[config.mk]
export PLATFORM = sky130hd
export DESIGN_NAME = dbg_exec_controller
export DESIGN_NICKNAME = d
export VERILOG_FILES = /design/src/rtl/dbg_exec_pkg.sv /design/src/rtl/dbg_exec_controller_bkpt_match.sv /design/src/rtl/dbg_exec_controller.sv
export SDC_FILE = /design/constraint.sdc
export NUM_CORES = 1
export LEC_CHECK = 0
export ABC_CLOCK_PERIOD_IN_PS = 3900
export CAP_MARGIN = 20
export CORE_MARGIN = 10
export CORE_UTILIZATION = 39
export DETAILED_ROUTE_END_ITERATION = 6
export PLACE_DENSITY = 0.57
export RECOVER_POWER = 50
export SYNTH_ARGS = -nofsm -noshare
export SYNTH_HDL_FRONTEND = slang
export SYNTH_HIERARCHICAL = 1
export SYNTH_SLANG_ARGS = --single-unit
export TNS_END_PERCENT = 100
[constraint.sdc]
create_clock -name i_clock -period 3.9 [get_ports i_clock]
set_input_delay 0.78 -clock i_clock [delete_from_list [all_inputs] [get_ports i_clock]]
set_output_delay 0.78 -clock i_clock [all_outputs]
set_load 0.01 [all_outputs]
[src/rtl/dbg_exec_pkg.sv]
// Shared encodings for the debug execution controller: commands, FSM states
// and stop causes reported back to the debug unit.
package dbg_exec_pkg;

  typedef enum logic [2:0] {
    CMD_NOP     = 3'd0,
    CMD_RUN     = 3'd1,
    CMD_STEP    = 3'd2,
    CMD_PAUSE   = 3'd3,
    CMD_CLR_CNT = 3'd4
  } cmd_e;

  typedef enum logic [1:0] {
    ST_IDLE   = 2'd0,
    ST_RUN    = 2'd1,
    ST_STEP   = 2'd2,
    ST_HALTED = 2'd3
  } state_e;

  typedef enum logic [1:0] {
    CAUSE_NONE = 2'd0,
    CAUSE_STEP = 2'd1,
    CAUSE_BKPT = 2'd2,
    CAUSE_STOP = 2'd3
  } cause_e;

  // Slot index width; a single slot still needs a 1-bit index port.
  function automatic int idx_w(input int n);
    return (n > 1) ? $clog2(n) : 1;
  endfunction

endpackage

[src/rtl/dbg_exec_controller_bkpt_match.sv]
// PC breakpoint slots: per-slot address/enable registers with a write port
// and a parallel comparator OR-reduced into a single hit.
module bkpt_match
  import dbg_exec_pkg::*;
#(
  parameter int DWORD  = 32,
  parameter int N_BKPT = 4,
  parameter int IDX_W  = idx_w(N_BKPT)
) (
  input  logic             i_clock,
  input  logic             i_reset,
  input  logic             i_wr,
  input  logic [IDX_W-1:0] i_idx,
  input  logic [DWORD-1:0] i_addr,
  input  logic             i_en,
  input  logic [DWORD-1:0] i_pc,
  output logic             o_hit
);

  logic [N_BKPT-1:0] match;

  for (genvar g = 0; g < N_BKPT; g++) begin : g_slot
    logic [DWORD-1:0] addr_q, addr_d;
    logic             en_q, en_d;

    always_comb begin
      addr_d = addr_q;
      en_d   = en_q;
      if (i_wr && (i_idx == IDX_W'(g))) begin
        addr_d = i_addr;
        en_d   = i_en;
      end
    end

    always_ff @(posedge i_clock) begin
      if (!i_reset) begin
        addr_q <= '0;
        en_q   <= 1'b0;
      end else begin
        addr_q <= addr_d;
        en_q   <= en_d;
      end
    end

    assign match[g] = en_q && (addr_q == i_pc);
  end

  assign o_hit = |match;

endmodule

[src/rtl/dbg_exec_controller.sv]
// Debug execution controller: turns debug-unit commands into a data-path
// clock enable with run/step/pause, PC breakpoints, HALT latching and a cycle counter.
module dbg_exec_controller
  import dbg_exec_pkg::*;
#(
  parameter int DWORD  = 32,
  parameter int N_BKPT = 4,
  parameter int CNT_W  = 16
) (
  input  logic                      i_clock,
  input  logic                      i_reset,
  input  logic                      i_cmd_valid,
  input  logic [2:0]                i_cmd,
  input  logic [CNT_W-1:0]          i_cmd_count,
  input  logic                      i_bkpt_wr,
  input  logic [idx_w(N_BKPT)-1:0]  i_bkpt_idx,
  input  logic [DWORD-1:0]          i_bkpt_addr,
  input  logic                      i_bkpt_en,
  input  logic                      i_hlt,
  input  logic [DWORD-1:0]          i_pc_value,
  output logic                      o_dp_enable,
  output logic                      o_cmd_ready,
  output logic                      o_busy,
  output logic                      o_done,
  output logic [1:0]                o_stop_cause,
  output logic                      o_paused,
  output logic [DWORD-1:0]          o_cycle_count
);

  state_e           state_q, state_d;
  cause_e           cause_q, cause_d;
  logic             first_q, first_d;
  logic [CNT_W-1:0] rem_q, rem_d;
  logic [DWORD-1:0] cnt_q, cnt_d;
  logic             done_q, done_d;
  logic             paused_q, paused_d;

  logic bp_hit, busy, cmd_acc, hit_hlt, hit_bp, dp_en, pause, exhaust, stop;

  bkpt_match #(.DWORD(DWORD), .N_BKPT(N_BKPT)) u_bkpt (
    .i_clock (i_clock),
    .i_reset (i_reset),
    .i_wr    (i_bkpt_wr),
    .i_idx   (i_bkpt_idx),
    .i_addr  (i_bkpt_addr),
    .i_en    (i_bkpt_en),
    .i_pc    (i_pc_value),
    .o_hit   (bp_hit)
  );

  assign busy    = (state_q == ST_RUN) || (state_q == ST_STEP);
  assign cmd_acc = i_cmd_valid && (state_q != ST_HALTED);
  assign hit_hlt = busy && i_hlt;
  // The first busy cycle ignores breakpoints so a run can leave a breakpoint PC.
  assign hit_bp  = busy && bp_hit && !first_q;
  assign dp_en   = busy && !hit_hlt && !hit_bp;
  assign pause   = busy && cmd_acc && (i_cmd == CMD_PAUSE);
  assign exhaust = (state_q == ST_STEP) && dp_en && (rem_q == CNT_W'(1));
  assign stop    = hit_hlt || hit_bp || pause || exhaust;

  always_comb begin
    state_d  = state_q;
    cause_d  = cause_q;
    paused_d = paused_q;
    first_d  = busy ? 1'b0 : first_q;
    rem_d    = rem_q;
    done_d   = stop;

    case (state_q)
      ST_IDLE: begin
        if (cmd_acc && (i_cmd == CMD_RUN)) begin
          state_d = ST_RUN;
          first_d = 1'b1;
        end else if (cmd_acc && (i_cmd == CMD_STEP)) begin
          state_d = ST_STEP;
          first_d = 1'b1;
          rem_d   = (i_cmd_count == '0) ? CNT_W'(1) : i_cmd_count;
        end
      end
      ST_RUN, ST_STEP: begin
        if ((state_q == ST_STEP) && dp_en) rem_d = rem_q - CNT_W'(1);
        if (hit_hlt) begin
          state_d  = ST_HALTED;
          cause_d  = CAUSE_STOP;
          paused_d = 1'b0;
        end else if (hit_bp) begin
          state_d  = ST_IDLE;
          cause_d  = CAUSE_BKPT;
          paused_d = 1'b0;
        end else if (pause) begin
          state_d  = ST_IDLE;
          cause_d  = CAUSE_STOP;
          paused_d = 1'b1;
        end else if (exhaust) begin
          state_d  = ST_IDLE;
          cause_d  = CAUSE_STEP;
          paused_d = 1'b0;
        end
      end
      default: ;
    endcase

    // Clear beats increment; a stop in the same cycle drops the clear command.
    cnt_d = cnt_q;
    if (cmd_acc && (i_cmd == CMD_CLR_CNT) && !stop) cnt_d = '0;
    else if (dp_en && !(&cnt_q))                    cnt_d = cnt_q + DWORD'(1);
  end

  always_ff @(posedge i_clock) begin
    if (!i_reset) begin
      state_q  <= ST_IDLE;
      cause_q  <= CAUSE_NONE;
      paused_q <= 1'b0;
      first_q  <= 1'b0;
      rem_q    <= '0;
      cnt_q    <= '0;
      done_q   <= 1'b0;
    end else begin
      state_q  <= state_d;
      cause_q  <= cause_d;
      paused_q <= paused_d;
      first_q  <= first_d;
      rem_q    <= rem_d;
      cnt_q    <= cnt_d;
      done_q   <= done_d;
    end
  end

  assign o_dp_enable   = dp_en;
  assign o_cmd_ready   = (state_q != ST_HALTED);
  assign o_busy        = busy;
  assign o_done        = done_q;
  assign o_stop_cause  = cause_q;
  assign o_paused      = paused_q;
  assign o_cycle_count = cnt_q;

endmodule
# Word level (Yosys, flattened, before mapping)
# Index checks and enable logic that the tools add are counted.
# W data, S select, Z words.
op_classes:
  n_addsub: 2
  n_mux: 24
  n_reduce_logical: 44
  n_eq_ne: 20
  n_bitwise: 1
ops:
  columns: ["op", "count"]
  rows:
  - ["$eq A32 B32 Y1", 4]
  - ["$mux W16", 4]
  - ["$add A32 B1 Y32 const B", 1]
  - ["$pmux W16 S2", 1]
  - ["$reduce_and A32 Y1", 1]
  - ["$logic_and A1 B1 Y1", 23]
  - ["$mux W2", 10]
  - ["$eq A16 B1 Y1 const B", 1]
  - ["$logic_not A16 Y1", 1]
  - ["$sub A16 B1 Y16 const B", 1]
  - ["$mux W1", 8]
  - ["$ne A2 B2 Y1 const B", 4]
  - ["$eq A2 B2 Y1 const B", 3]
  - ["$eq A3 B2 Y1 const B", 2]
  - ["$logic_not A1 Y1", 5]
  - ["$ne A5 B5 Y1 const B", 1]
  - ["$eq A2 B1 Y1 const B", 2]
  - ["$logic_not A2 Y1", 2]
  - ["$logic_or A1 B1 Y1", 4]
  - ["$pmux W2 S2", 1]
  - ["$reduce_and A4 Y1", 1]
  - ["$reduce_bool A4 Y1", 1]
  - ["$reduce_or A2 Y1", 2]
  - ["$reduce_or A4 Y1", 1]
  - ["other kinds (7)", 7]
totals:
  ff_bits: 187
  inputBits: 91

# Depth between registers and ports, before layout
# Gate-level depths: netlist (run 1).
depth:
  ltp_word: 14
  ltp_mapped: 12

# By module
# Netlist (run 1), hierarchy kept.
modules_own_cells:
  columns: ["module", "cells_per_inst", "n_inst", "seq_area_each_um2", "area_each_um2"]
  rows:
  - ["bkpt_match", 757, 1, 2642.5, 6301.0]
  - ["dbg_exec_controller", 384, 1, 1101.1, 3105.5]

# Least setup slack after synthesis (run 1)
# No wires, ideal clock.
synth_path:
  path_type: "input to register"
  from: "input i_pc_value[25]"
  to: "register rem_q[15]"
  slack_ns: 0.574
  required_ns: 3.821
  stages: 11
  n_path_buf: 1
  t_arrival_ns: 3.247
  cell_sequence: "xor2_1 -> nor4_1 -> nand4_1 -> nor3_1 -> or4_1 -> nor2b_1 -> or3b_2 -> a22o_1 -> clkbuf_1 -> or4_1 -> o211ai_1"
synth_between:
  elab_chain_cells: 10
  elab_cells_between_ends: 16
  classes_between: "eq/ne (5); reduce/logical (11)"
synth_rtl:
  columns: ["element", "line_no", "source"]
  rows:
  - ["start: declaration", "dbg_exec_controller.sv:20", "input logic [DWORD-1:0] i_pc_value,"]
  - ["$eq A32 B32 Y1", "dbg_exec_controller_bkpt_match.sv:45", "assign match[g] = en_q && (addr_q == i_pc);"]
  - ["$logic_and A1 B1 Y1", "dbg_exec_controller_bkpt_match.sv:45", null]
  - ["$reduce_or A4 Y1 (*)", "dbg_exec_controller_bkpt_match.sv:48", "assign o_hit = |match;"]
  - ["named net bp_hit", "dbg_exec_controller.sv:38", "logic bp_hit, busy, cmd_acc, hit_hlt, hit_bp, dp_en, pause, exhaust, stop;"]
  - ["$logic_and A1 B1 Y1 (*) (2 in series)", "dbg_exec_controller.sv:55", "assign hit_bp = busy && bp_hit && !first_q;"]
  - ["$logic_not A1 Y1 (*)", "dbg_exec_controller.sv:56", "assign dp_en = busy && !hit_hlt && !hit_bp;"]
  - ["$logic_and A1 B1 Y1 (*)", "dbg_exec_controller.sv:56", null]
  - ["$logic_and A1 B1 Y1 (*)", "dbg_exec_controller.sv:81", "if ((state_q == ST_STEP) && dp_en) rem_d = rem_q - CNT_W'(1);"]
  - ["$ne A2 B2 Y1 (no source line) (*)", null, null]
  - ["$reduce_and A4 Y1 (no source line) (*)", null, null]
  - ["end signal: assignment", "dbg_exec_controller.sv:123", "rem_q <= rem_d;"]
  - ["end: declaration", "dbg_exec_controller.sv:33", "logic [CNT_W-1:0] rem_q, rem_d;"]
# The timed path passes the listed nets; every way through them passes the cells marked *.
# A chain may end at the register's enable or synchronous reset.

# Worst setup path after layout (run 1)
layout_path:
  from: "input i_pc_value[11]"
  to: "output o_dp_enable"
layout_between:
  elab_chain_cells: 7
  elab_cells_between_ends: 13
  classes_between: "eq/ne (4); reduce/logical (9)"
layout_rtl:
  columns: ["element", "line_no", "source"]
  rows:
  - ["$eq A32 B32 Y1", "dbg_exec_controller_bkpt_match.sv:45", null]
  - ["$logic_and A1 B1 Y1", "dbg_exec_controller_bkpt_match.sv:45", null]
  - ["$reduce_or A4 Y1 (*)", "dbg_exec_controller_bkpt_match.sv:48", null]
  - ["named net bp_hit", "dbg_exec_controller.sv:38", null]
  - ["$logic_and A1 B1 Y1 (*) (2 in series)", "dbg_exec_controller.sv:55", null]
  - ["$logic_not A1 Y1 (*)", "dbg_exec_controller.sv:56", null]
  - ["$logic_and A1 B1 Y1 (*)", "dbg_exec_controller.sv:56", null]
  - ["end: declaration", "dbg_exec_controller.sv:21", "output logic o_dp_enable,"]
# Marks and branches as above.

==> results.md, run 1 <==
- The instance count after placement with tap cells included is approximately 1600.
- Counting every sink on the clock net gives around 190.
- The worst setup path is launched from a primary input.
- Post-CTS timing repair inserted 0 buffers for setup.
- TritonCTS built the clock tree.
- The initial core utilization is 0.398.
- The cell area after synthesis is 0.00941 mm².
- The area share of xor/xnor cells in the synthesized design is 0.126.
- Once detail routing completed, the nets flagged for antenna violations numbered 0.
- The post-synthesis async set-or-reset flop share is 0.
- Data on the critical path is required at its endpoint by between 3 and 4 ns.
- Summing all non-filler instances in the final layout gives an area of between 0.01 and 0.015 mm².
- Summing all flip-flop and latch instances after layout gives 0.00374 mm².
- The top cell types in the final layout, fill and taps aside, are sky130_fd_sc_hd__nand2_1, sky130_fd_sc_hd__dfxtp_1, sky130_fd_sc_hd__a21boi_0.
- The highest attainable clock frequency is around 0.26 GHz.
- The final HPWL from detailed placement is approximately 21000 µm.
- Using the TritonRoute via totals, the vias-per-cell ratio works out to 5.26.
- The floorplan step defined a core boundary enclosing between 0.02 and 0.025 mm².
- The number of search-and-repair iterations in the first detailed-routing pass is 5.
- The post-route clock period utilization is 0.970.
- The number of nets in the synthesized netlist is ~1200.
- The checks that failed: max-capacitance violations, max-slew violations.
- STA classifies the critical path endpoint as an output pin.
- The data arrival time of the critical path is 3.00 ns.
- In this run, the number of DRC markers left after iteration 0 of detailed routing was 723.
- The setup TNS is 0 ns.
- The maximum number of pins on one net before global-route repair is 97.
- The tool flagged a number of max-cap violations equal to 3.
- The power per cell area is about 360 mW/mm².
- The largest buffer count on any clock path is 2.
- The number of global-route vias before repair is ~8000.
- The clock root buffer master is sky130_fd_sc_hd__clkbuf_16.
- The post-synthesis compound-gate area fraction is 0.181.
- The time the worst path needs with I/O delays and setup is 3.78 ns.
- Of the total synthesized cell area, the portion taken by full adders, half adders and majority gates is 0.00798.
- Of the total synthesized cell area, the portion taken by AND, OR, NAND and NOR gates is 0.249.
- The proportion of synthesized chip area in sequential cells is 0.398.
- After clock tree synthesis, the clock-pin slew on the worst setup and hold paths is 0.07 ns.
- The congestion estimate from routability-driven global placement came to between 0.8 and 0.9.
- After detailed routing, the average wire length per cell comes to roughly 18 µm.
- 130 I/O pins were placed.
- The placed instances occupy a cell area of approximately 0.011 mm².
- The first-pass GRT wire length is between 40000 and 50000 µm.
- The leakage power is roughly 4.5 nW.
- The run finished, with violations left.
- The portion of netlist area occupied by mux cells is 0.00319.
- TritonCTS created 17 clock buffers.
- Wires add up to roughly 30000 µm.
- The initial antenna violation count is 0.
- Traced cell by cell, the critical path runs through clkdlybuf4s50_1, xor2_1, nor4_1, nand4_1, nor3_1, or4_4, nor2b_2, nor2_1, clkbuf_2.
- The leading register cell type out of synthesis is sky130_fd_sc_hd__dfxtp_1.
- Leaving out filler cells and counting taps, the final layout contains between 1500 and 2000.
- The class of the tightest hold or removal check is flop to flop.
- At the later pin of the worst-skew pair, clock insertion delay measures between 0.4 and 0.5 ns.
- The routed via count is roughly 8600.
- The maximum resistive drop on vdd is around 0.00025 V.
- The most common library cell in the layout ignoring fill and taps is sky130_fd_sc_hd__nand2_1.
- The count of final max-slew check failures is around 100.
- The largest single stage delay on the critical path is around 0.62 ns.
- From synthesis to final layout, the design area changed by 27.7%.
- The multi-input combinational cell area is 0.00544 mm².
- For this design, the CTS-stage hold fixing added 0 buffers.
- The slew at the pin closest to its max-slew limit is 2.56 ns.
- The tightest hold margin is about 0.46 ns.
- The total global routing track utilization is 0.190.
- The die extent in y is 175 µm.
- Summed over all layers, the global routing overflow is 0.
- In this run the tightest slew margin relative to its limit is -0.709.
- Yosys mapped the design onto 56 distinct sky130hd cell types.
- The fill cell total of the finished layout is ~2300.
- After synthesis, the largest family of logic cells by area is simple AND/OR/NAND/NOR gates.
- The post-synthesis area per instance is between 8 and 9 µm².
- Setup violations remaining at the end of the flow were counted as 0.
- The count of cells along the worst register-to-register path is 13.
- The total power consumption of the routed design is around 4.4 mW.
- The floorplan step set the die width to 175 µm.
- The category of the most critical setup path is primary input to output pin.
- During synthesis, Yosys emitted a total of 6 warnings.
- The worst hold path passes through 2 cells.
- The number of synthesized register bits is around 190.
- The H-tree was split into 4 levels.
- In this run the worst path has a maximum fanout of 4.
- 0 antenna diodes ended up in the layout.
- After detailed routing, the number of remaining DRC violations is 0.
- For this design, the slowest cell found on the critical path is sky130_fd_sc_hd__clkdlybuf4s50_1.
- Yosys mapped a number of flops with a built-in enable equal to 0.
- The worst clock skew is 0.0135 ns.
- The final-stage net count is 1396.
- The hold violation total from the final report came to 0.
- The share of post-route cells with drive strength above 1 is 0.0998.
- The die outline area is between 0.03 and 0.04 mm².
- In this run the tool buffered the top-level ports with 129 buffer cells.
- Setup repair after global routing left no endpoint under its margin.
- The synthesized instance count is approximately 1100.
- Row generation in the floorplan step produced 56 rows.
-- metal layers --
layer	vias to the layer above	part of all wire	global-route usage
met4	0	0.0090	0.0378
met3	22	0.054	0.0407
met1	4054	0.45	0.245
met5	-	0	0
met2	253	0.48	0.322
li1	4253	-	-
-- cell usage after synthesis, types with 2 or more instances --
cell / instances / area share
sky130_fd_sc_hd__nand2_1: 294 / 0.12
sky130_fd_sc_hd__dfxtp_1: 187 / 0.40
sky130_fd_sc_hd__xor2_1: 129 / 0.12
sky130_fd_sc_hd__a21boi_0: 128 / 0.10
sky130_fd_sc_hd__a21oi_1: 39 / 0.021
sky130_fd_sc_hd__clkbuf_1: 34 / 0.014
sky130_fd_sc_hd__nor4_1: 34 / 0.023
sky130_fd_sc_hd__nor2_1: 33 / 0.013
sky130_fd_sc_hd__nand3_1: 28 / 0.015
sky130_fd_sc_hd__o21ai_0: 24 / 0.013
sky130_fd_sc_hd__buf_2: 20 / 0.011
sky130_fd_sc_hd__nor3_1: 19 / 0.010
sky130_fd_sc_hd__nand4_1: 18 / 0.012
sky130_fd_sc_hd__or3_1: 18 / 0.012
sky130_fd_sc_hd__or4_1: 11 / 0.0088
sky130_fd_sc_hd__inv_1: 10 / 0.0040
sky130_fd_sc_hd__o31ai_1: 10 / 0.0080
sky130_fd_sc_hd__a31oi_1: 6 / 0.0040
sky130_fd_sc_hd__buf_6: 6 / 0.0072
sky130_fd_sc_hd__ha_1: 6 / 0.0080
sky130_fd_sc_hd__nor4b_1: 6 / 0.0056
sky130_fd_sc_hd__xnor2_1: 6 / 0.0056
sky130_fd_sc_hd__a21boi_1: 5 / 0.0040
sky130_fd_sc_hd__and3_1: 5 / 0.0033
sky130_fd_sc_hd__and4_1: 5 / 0.0047
sky130_fd_sc_hd__nand2b_1: 5 / 0.0033
sky130_fd_sc_hd__o221a_2: 5 / 0.0060
sky130_fd_sc_hd__a41oi_1: 4 / 0.0037
sky130_fd_sc_hd__and2_1: 4 / 0.0027
sky130_fd_sc_hd__a22oi_1: 3 / 0.0024
sky130_fd_sc_hd__mux2i_1: 3 / 0.0032
sky130_fd_sc_hd__nand3b_1: 3 / 0.0024
sky130_fd_sc_hd__o21a_1: 3 / 0.0024
sky130_fd_sc_hd__or3b_2: 3 / 0.0028
sky130_fd_sc_hd__a211oi_1: 2 / 0.0016
sky130_fd_sc_hd__a21o_1: 2 / 0.0016
sky130_fd_sc_hd__o211ai_1: 2 / 0.0016
sky130_fd_sc_hd__o32ai_1: 2 / 0.0019
sky130_fd_sc_hd__or2_2: 2 / 0.0013
-- final timing paths --
check | slack (ns) | startpoint | end
max | 0.12 | i_pc_value[11] | o_dp_enable
min | 0.46 | o_stop_cause[1]$_SDFFE_PN0P_ | o_stop_cause[1]$_SDFFE_PN0P_
max reg2reg | 0.73 | u_bkpt/g_slot[0].addr_q[28]$_SDFFE_PN0P_ | o_cycle_count[10]$_SDFFE_PP0P_
min reg2reg | 0.46 | o_stop_cause[1]$_SDFFE_PN0P_ | o_stop_cause[1]$_SDFFE_PN0P_
-- final cells by class --
class                      instances  area share
multi-input combinational        884       0.453
sequential                       187       0.312
timing repair buffer             199       0.151
clock buffer                      18      0.0357
tap                              319      0.0332
clock inverter                    14      0.0122
inverter                          10     0.00312
-- power breakdown --
part | switching, mW | total [mW] | leakage (nW) | internal, mW
logic | 0.353 | 0.627 | 2.69 | 0.274
clock network | 0.791 | 1.74 | 0.289 | 0.949
registers | 0.0445 | 2.01 | 1.52 | 1.97
total | 1.19 | 4.38 | 4.50 | 3.19
-- critical path, delay by kind of cell --
kind	cells	cell delay [ns]
XOR/XNOR	1	0.29
buffers and inverters	2	0.78
AND/OR/NAND/NOR	6	1.15
-- registers in the layout, summed over array words and instances (netlist names) --
| register | count |
|---|---|
| o_done | 1 |
| o_cycle_count | 32 |
| first_q | 1 |
| u_bkpt/g_slot.en_q | 4 |
| rem_q | 16 |
| u_bkpt/g_slot.addr_q | 128 |
| o_paused | 1 |
| state_q | 2 |
| o_stop_cause | 2 |
-- per-stage QoR --
step | worst slack [ns] | utilization
global route | 0.0217 | 0.509
global placement | -0.491 | 0.481
CTS | 0.00910 | 0.508
finish | 0.116 | 0.509
floorplan | 0.574 | -
detailed placement | -0.525 | 0.481
-- timing repair --
item                       in CTS  in global routing
gates resized for setup        22                  6
setup endpoints to repair       1                  2
hold endpoints to repair        0                  0
gates cloned                    0                  0
-- kinds of logic (layout without fill, tap and decap cells) --
group / count (synthesis) / in the layout
adders and majority gates: 6 / 6
DFF: 187 / 187
buffers and inverters: 70 / 241
xor gates and xnor gates: 135 / 135
and+or+nand+nor: 498 / 498
muxes: 3 / 3
AOI/OAI and AO/OA: 242 / 242
Power figures use the tool's default switching activity.
==> run 2, diff against run 1 <==
Settings changed: SKIP_CTS_REPAIR_TIMING set to 1.
==> run 2 against run 1 <==
Effect of this change: the flow finishes with violations (max-capacitance violations, max-slew violations, negative setup slack); first-iteration DRC count fell by 4.7%; clock skew barely moved; register-to-register slack got worse by 0.07 ns; count of clock-buffer cells in the layout did not move; global-route usage barely moved; critical path depth rose by 2.
==> results.md, run 2 (synthesis gave the netlist of run 1 again) <==
- The total length of routed wires is 29900 µm (-0.22%).
- The multi-input combinational cell area was 0.00541 mm² (-0.69%).
- The core area is 0.0236 mm² (unchanged).
- The flip-flop count of the largest register after layout is 128 (unchanged).
- The tightest slew margin relative to the limit was -0.709 (about the same).
- The checks that failed: max-capacitance violations, max-slew violations, negative setup slack.
- The hold violation total from the final report is 0 (unchanged).
- The number of sinks on the clock net is 187 (unchanged).
- The H-tree level count was 4 (unchanged).
- The share of post-route cells with drive strength above 1 was 0.0953 (-0.00457).
- The global placement routability congestion was 0.892 (unchanged).
- The post-route clock period utilization was 1.00 (+0.0297).
- The first-pass GRT wire length is 46600 µm (about the same).
- The number of global-route vias before repair is 8219 (+0.061%).
- The CTS tree is yes.
- The net switching power came to 1.18 mW (-0.52%).
- The remaining antenna violation count is 0 (unchanged).
- The sequential cell area is 0.00374 mm² (unchanged).
- The most common library cell in the layout ignoring fill and taps is sky130_fd_sc_hd__nand2_1.
- The power per cell area is 364 mW/mm² (about the same).
- The standard-cell row count was 56 (unchanged).
- The switching power share of the total is 0.270 (-0.00114).
- The number of buffers created by CTS is 17 (unchanged).
- The worst clock skew is 0.0132 ns (-0.000345 ns).
- The data arrival time of the critical path is 3.12 ns (+0.12 ns).
- The register clock-pin slew on the reported worst setup and hold paths is 0.07 ns (about the same).
- The antenna diode instance count was 0 (unchanged).
- The part of the power in the clock network was 0.397 (about the same).
- The die outline area is 0.0307 mm² (unchanged).
- The worst setup slack after layout came to -0.0000897 ns (-0.116 ns).
- The x dimension of the die is 175 µm (unchanged).
- The category of the worst setup path launch point is a primary input.
- The highest attainable clock frequency is 0.256 GHz (-3.0%).
- The initial antenna violation count is 0 (unchanged).
- The largest fanout on the critical path is 4 (unchanged).
- The combinational share of power is 0.143 (about the same).
- The count of final max-slew check failures was 102 (unchanged).
- The leakage power is 4.55 nW (+1.1%).
- The number of maximum-capacitance violations is 3 (unchanged).
- The design internal power is 3.19 mW (about the same).
- The routed via count is 8551 (-0.36%).
- The final HPWL from detailed placement was 21000 µm (unchanged).
- The sum of buffers and inverters on the critical path is 4 (+2).
- The number of top-level design ports was 130 (unchanged).
- The number of endpoints failing setup at the final stage is 1 (+1).
- The post-placement setup slack is -0.525 ns (unchanged).
- The delay of the slowest critical-path stage came to 0.51 ns (-0.11 ns).
- Counting stages on the worst path, the most repeated cell is sky130_fd_sc_hd__buf_4.
- The worst setup path is of the primary input to output pin kind.
- The number of search-and-repair iterations in the first detailed-routing pass was 5 (unchanged).
- The largest register by flop count is u_bkpt/g_slot.addr_q.
- The first-iteration detailed-routing DRC count is 689 (-4.7%).
- The post-layout utilization of the core was 0.509 (about the same).
- The fill cell total of the finished layout is 2323 (+0.17%).
- The time the worst path needs with I/O delays and setup was 3.90 ns (+0.116 ns).
- The clock root buffer master is sky130_fd_sc_hd__clkbuf_16.
- The slew at the pin closest to its max-slew limit is 2.56 ns (+0.000569 ns).
- Setup repair after global routing could not meet its margin everywhere.
- The worst endpoint required time was 3.12 ns (about the same).
- The die extent in y is 175 µm (unchanged).
- The initial core utilization was 0.398 (unchanged).
- The flow ran to the end, but the final reports show violations.
- The average wire length per cell after detail routing is 18.3 µm (-0.22%).
- The layout overhead on the synthesized area is 27.7% (about the same).
- The worst-skew pair later-pin latency is 0.44 ns (about the same).
- The capturing element type of the critical path is an output pin.
- The maximum number of pins on one net before global-route repair is 97 (unchanged).
- The total global routing track utilization is 0.190 (-0.000397).
- The signal on the critical path passes through clkdlybuf4s50_1, buf_4, xor2_1, nor4_1, buf_4, nand3_1, nor3_1, or4_1, nor2b_2, nor2_1, dlymetal6s2s_1.
- The final-stage net count is 1396 (unchanged).
- The remaining routing DRC violations is 0 (unchanged).
- The largest buffer count on any clock path is 2 (unchanged).
- The worst hold path belongs to the class flop to flop.
- The library cells used most frequently in the layout, excluding fill and tap cells, are sky130_fd_sc_hd__nand2_1, sky130_fd_sc_hd__dfxtp_1, sky130_fd_sc_hd__a21boi_0.
- The number of vias per cell is 5.24 (-0.36%).
- The sequential cell fraction of total power is 0.460 (about the same).
- The port buffer count came to 129 (unchanged).
- The kind of cell adding the most delay to the critical path is simple AND/OR/NAND/NOR gates.
- The maximum resistive drop on vdd was 0.000248 V (-0.16%).
- The remaining global-route overflow is 0 (unchanged).
- Among all stages on the critical path, the largest delay is contributed by sky130_fd_sc_hd__clkdlybuf4s50_1.
## run 2: cell types whose count changed in the layout (fill, tap and decap cells not counted), moves of 4 or more
cell	change
sky130_fd_sc_hd__dlygate4sd2_1	-8
sky130_fd_sc_hd__dlymetal6s2s_1	+6
sky130_fd_sc_hd__clkdlybuf4s50_1	+4
sky130_fd_sc_hd__xor2_1	+4
sky130_fd_sc_hd__xor2_2	-4
## run 2: final cells by class
class,count,area share
Tap cell,319,0.0332
Multi-Input combinational cell,884,0.450
Inverter,10,0.00313
Clock inverter,14,0.0122
Sequential cell,187,0.312
Timing Repair Buffer,199,0.154
Clock buffer,18,0.0357
## run 2: worst paths after layout
kind	start	endpoint	slack, ns	depth (start not counted)
max	i_pc_value[8]	o_dp_enable	-0.00009	11
min	o_stop_cause[1]$_SDFFE_PN0P_	o_stop_cause[1]$_SDFFE_PN0P_	0.46	2
min reg2reg	o_stop_cause[1]$_SDFFE_PN0P_	o_stop_cause[1]$_SDFFE_PN0P_	0.46	2
max reg2reg	u_bkpt/g_slot[0].addr_q[28]$_SDFFE_PN0P_	rem_q[15]$_SDFFE_PN0P_	0.66	11
## run 2: power by group through the flow
stage	sequential [mW]	clock (mW)	combinational, mW
6_report	2.01	1.74	0.626
5_1_grt	2.02	1.86	0.678
4_1_cts	2.01	1.78	0.623
3_5_place_dp	2.05	0	0.620
3_3_place_gp	2.05	0	0.619
2_1_floorplan	2.05	0	0.312
## run 2: per-stage QoR
step	hold WS [ns]	power (mW)	cell area (µm²)	instances	TNS (ns)
final	0.455	4.37	12000	1631	-0.0000897
after global routing	0.485	4.55	12000	1631	-0.0510
after CTS	0.463	4.41	11900	1630	-0.543
after detailed placement	0.453	2.67	11400	1598	-12.71
after global placement	0.444	2.67	11400	1598	-13.79
after floorplan	0.444	2.36	9410	1141	0
## run 2: worst reg2reg max path, delay by kind of cell, from the launching register on
| kind | cells | cell delay (ns) |
|---|---|---|
| buf+inv | 1 | 0.14 |
| simple gates | 7 | 2.08 |
| flops | 1 | 0.34 |
| xor+xnor | 1 | 0.26 |
| compound gates | 2 | 0.34 |
## run 2: routing by layer
layer / routed length [µm] / track usage
met3: 1600 / 0.0405
met4: 289 / 0.0438
met1: 13600 / 0.244
met5: 0 / 0
met2: 14400 / 0.319
==> run 3, diff against run 2 <==
Settings changed: CTS_CLUSTER_SIZE set to 28.
==> results of run 3 <==
Final layout, timing and power as in run 2 (identical DEF).
